## src/rtl/countdown_timer.sv

```systemverilog
// Purpose: loadable down-counter with one-cycle terminal-count pulse, optional auto-reload and sticky underflow.
// Latency: every output is registered and reflects the inputs of the previous rising clk edge (load -> count in 1 cycle).
// Backpressure: none; dec is consumed on every cycle it is high, and a dec at count 0 saturates and flags underflow.
module countdown_timer #(
    parameter int WIDTH = 8
) (
    input  logic             clk,
    input  logic             rst,
    input  logic             load,
    input  logic [WIDTH-1:0] load_val,
    input  logic             dec,
    input  logic             auto_reload,
    output logic [WIDTH-1:0] count,
    output logic             zero,
    output logic             tc,
    output logic             busy,
    output logic             underflow
);

    typedef enum logic [1:0] {
        ST_IDLE = 2'd0,
        ST_RUN  = 2'd1,
        ST_DONE = 2'd2
    } state_t;

    localparam logic [WIDTH-1:0] ONE = {{(WIDTH-1){1'b0}}, 1'b1};

    state_t           state_q,     state_d;
    logic [WIDTH-1:0] count_q,     count_d;
    logic [WIDTH-1:0] reload_q,    reload_d;
    logic             zero_q,      zero_d;
    logic             tc_q,        tc_d;
    logic             busy_q,      busy_d;
    logic             underflow_q, underflow_d;

    // Next-state logic: load beats dec; RUN is the only state that ever holds a nonzero count.
    always_comb begin
        state_d     = state_q;
        count_d     = count_q;
        reload_d    = reload_q;
        underflow_d = underflow_q;
        tc_d        = 1'b0;

        if (load) begin
            count_d     = load_val;
            reload_d    = load_val;
            underflow_d = 1'b0;
            state_d     = (load_val != '0) ? ST_RUN : ST_IDLE;
        end else if (dec) begin
            unique case (state_q)
                ST_RUN: begin
                    if (count_q == ONE) begin
                        // Terminating decrement: pulse tc, then either restart the period or park in DONE.
                        tc_d = 1'b1;
                        if (auto_reload) begin
                            count_d = reload_q;
                        end else begin
                            count_d = '0;
                            state_d = ST_DONE;
                        end
                    end else begin
                        count_d = count_q - ONE;
                    end
                end
                ST_IDLE, ST_DONE: begin
                    // Count is already zero here: saturate rather than wrap, and remember the misuse.
                    count_d     = '0;
                    underflow_d = 1'b1;
                end
                default: begin
                    state_d = ST_IDLE;
                    count_d = '0;
                end
            endcase
        end

        // Status flags are derived from the next state so they land in the same cycle as the count.
        zero_d = (count_d == '0);
        busy_d = (state_d == ST_RUN);
    end

    // State and registered outputs; synchronous reset has top priority.
    always_ff @(posedge clk) begin
        if (rst) begin
            state_q     <= ST_IDLE;
            count_q     <= '0;
            reload_q    <= '0;
            zero_q      <= 1'b1;
            tc_q        <= 1'b0;
            busy_q      <= 1'b0;
            underflow_q <= 1'b0;
        end else begin
            state_q     <= state_d;
            count_q     <= count_d;
            reload_q    <= reload_d;
            zero_q      <= zero_d;
            tc_q        <= tc_d;
            busy_q      <= busy_d;
            underflow_q <= underflow_d;
        end
    end

    assign count     = count_q;
    assign zero      = zero_q;
    assign tc        = tc_q;
    assign busy      = busy_q;
    assign underflow = underflow_q;

endmodule
```

## config.mk

```make
export PLATFORM = sky130hd
export DESIGN_NAME = countdown_timer
export DESIGN_NICKNAME = d
export VERILOG_FILES = /design/src/rtl/countdown_timer.sv
export SDC_FILE = /design/constraint.sdc
export NUM_CORES = 1
export LEC_CHECK = 0
export BUFFER_PORTS_ARGS = -buffer_cell sky130_fd_sc_hd__buf_2
export CAP_MARGIN = 15
export CORE_MARGIN = 5
export CORE_UTILIZATION = 53
export DETAILED_ROUTE_END_ITERATION = 16
export PLACE_DENSITY = 0.77
export SYNTH_ARGS = -nofsm -noshare
export SYNTH_HDL_FRONTEND = slang
export SYNTH_SLANG_ARGS = --single-unit
```

## constraint.sdc

```tcl
create_clock -name clk -period 2.4 [get_ports clk]
set_clock_uncertainty 0.05 [all_clocks]
set_input_delay 0.12 -clock clk [delete_from_list [all_inputs] [get_ports clk]]
set_output_delay 0.12 -clock clk [all_outputs]
set_load 0.1 [all_outputs]
```

==> reports/results.ini <==
[run_status]
status=finished clean

[synthesis]
yosys_warnings=0
ys_async_sr_fraction=0
seq_area_frac_synth=0.358
ys_seq_elements=22
syn_area_per_cell_um2=8.71
ys_dominant_reg_cell=dfxtp_1
syn_area_um2=1230
synth_cells=141
synth-edff-count=0
synth_cell_types=48
mappedNetlistNets=156

[place]
port-buffer-count=24
dpl.hpwl_um=2360
dp_slack_ns=0.198
place.gp.congestion=0.908
dpl.cell_count=187

[critical_path]
crit_path_start_kind=flop
end_kind=flop
r2r_start=count[1]$_SDFF_PP0_
cp.arrival_ns=2.43
critPathLaunch=count[1]$_SDFF_PP0_
critPathRequiredTime_ns=2.62
path_class=reg -> reg
crit_fanout=8

[cts]
clockBufferDepth=2
htreeDepth=1
clk_latency_ns=0.31
post-cts-setup-buffers=0
clock-root-buffer=clkbuf_4
clk_pin_slew_worst_paths_ns=0.13
cts_made_buffers=3
ctsHoldBuffers=0
tritoncts=built
clkSinkCount=22
cts_resized=0

[power_and_ir_drop]
power_density_nw_per_um2=602
power.internal_uw=526
p_comb_frac=0.302
p_sw_uw=312
leakagePower_uw=0.000602
p_clk_frac=0.214
p_seq_frac=0.485
ir_worst_vdd_uv=360
switching_share=0.373

[die]
fp-row-count=17
die_w_um=58.2
core_um2=2210
floorplan.die_area_um2=3380
die_h_um=58.2
start_util=0.555
io_pins=25

[layout]
final-seq-area_um2=448
utilization=0.630
multiInputGateArea_um2=718
diodes=0
finalNetCount=179
areaGrowthSynthToFinish_pct=13.3
stdcell_count=191
drive_gt1_frac=0.258
fillers=209

[detailed_routing]
drc_errors=0
wl_per_cell_um=16.4
first_pass_iters=4
wl_met1_um=1370
wl_met2_um=1530
finalWirelength_um=3130
via_per_inst=6.09
vias=1163
wl_met3_um=210
ant_nets=0
drtIter0Drc=38
highest_layer=met4

[sta]
rsz0062_at_grt=no
timing.final.crit_share=0.922
setup_ws_ns=0.187
setup_viol=0
drv_slew=0
timing.setup.tns_ns=0
maxSlewHeadroom=0.637
period_minus_slack_ns=2.21
tightest_slew_ns=0.537
hold_viol_final=0
max_freq_mhz=452

[global_route]
antenna_found_initial=0
grt_pass1_vias=1080
grt_pass1_wl_um=5110
grt_util_all_layers=0.194
grt_max_degree=22
grt_overflow_total=0

[job]
cap_violations=0

[min_path]
worstHoldPathType=in -> reg
min-delay-start=load_val[4]

-- cells by family after synthesis --
kind of cell,after synthesis,share of synthesized area
adder cells (fa/ha/maj),2,0.0204
multiplexers,8,0.0652
flip-flops,22,0.358
XOR/XNOR,3,0.0214
AO/OA/AOI/OAI,33,0.211
buffers and inverters,15,0.0570
AND/OR/NAND/NOR,58,0.267
-- through the flow --
step / total power (uW) / instance area [um^2] / hold WS (ns)
6_report: 838 / 1390 / 0.0308
5_1_grt: 881 / 1390 / 0.0418
4_1_cts: 838 / 1390 / 0.0369
3_5_place_dp: 666 / 1370 / 0.351
3_3_place_gp: 662 / 1370 / 0.341
2_1_floorplan: 614 / 1240 / 0.153
-- sequential cells by signal, indices dropped and copies added, names as in the netlist --
register and flops:
busy 1, state_q 2, reload_q 8, tc 1, count 8, underflow 1, zero 1
-- layout make-up --
type                       count  area share
tap                           28      0.0252
timing repair buffer          27       0.102
multi-input combinational    104       0.516
sequential                    22       0.322
clock buffer                   4      0.0189
inverter                       6      0.0162
-- cell usage in the layout (no fill, tap or decap), types with 2 or more instances in the layout --
cell type,n
buf_2,24
dfxtp_1,18
nor2_1,16
nand2_1,10
mux2i_1,8
a21oi_1,7
inv_1,6
nor3_1,6
a211oi_1,6
or4_1,4
a22oi_1,4
o21ai_0,3
nor4_1,3
nor2b_1,3
clkbuf_4,3
dfxtp_2,3
buf_4,3
nor3b_1,2
xor2_1,2
a22o_1,2
o221ai_1,2
ha_1,2
-- worst max-delay path: stages (launching register included) --
cell and delay [ns]:
dfxtp_2 0.36, inv_1 0.10, ha_1 0.20, or3b_1 0.53
a211o_1 0.33, a221oi_2 0.26, a221o_1 0.19, and2_2 0.15
-- path summary, 6_finish.rpt --
kind / slack (ns) / cells past startpoint / end
min: 0.03 / 3 / reload_q[4]$_SDFFE_PP0P_
max: 0.19 / 7 / count[5]$_SDFF_PP0_
max reg2reg: 0.19 / 7 / count[5]$_SDFF_PP0_
min reg2reg: 0.44 / 2 / reload_q[6]$_SDFFE_PP0P_
-- routing by layer --
layer / vias to the layer above / GRT usage
met5: - / 0
met4: 0 / 0.0464
met3: 4 / 0.0290
met2: 39 / 0.318
met1: 548 / 0.268
li1: 572 / -
-- power groups by stage --
| stage | Combinational [uW] | Sequential, uW | Clock [uW] |
|---|---|---|---|
| 2_1_floorplan | 120 | 494 | 0 |
| 3_3_place_gp | 249 | 413 | 0 |
| 3_5_place_dp | 252 | 414 | 0 |
| 4_1_cts | 253 | 406 | 180 |
| 5_1_grt | 270 | 409 | 202 |
| 6_report | 253 | 406 | 179 |
-- Yosys cell counts (4+ instances only) --
| library cell | n | area, um^2 |
|---|---|---|
| a211oi_1 | 6 | 45.0 |
| or4_1 | 4 | 30.0 |
| mux2i_1 | 8 | 80.1 |
| inv_1 | 6 | 22.5 |
| nand2_1 | 10 | 37.5 |
| clkbuf_1 | 4 | 15.0 |
| nor3_1 | 6 | 30.0 |
| nor2_1 | 16 | 60.1 |
| dfxtp_1 | 22 | 440 |
| a22oi_1 | 4 | 30.0 |
| a21oi_1 | 7 | 35.0 |
Power figures use the tool's default switching activity.
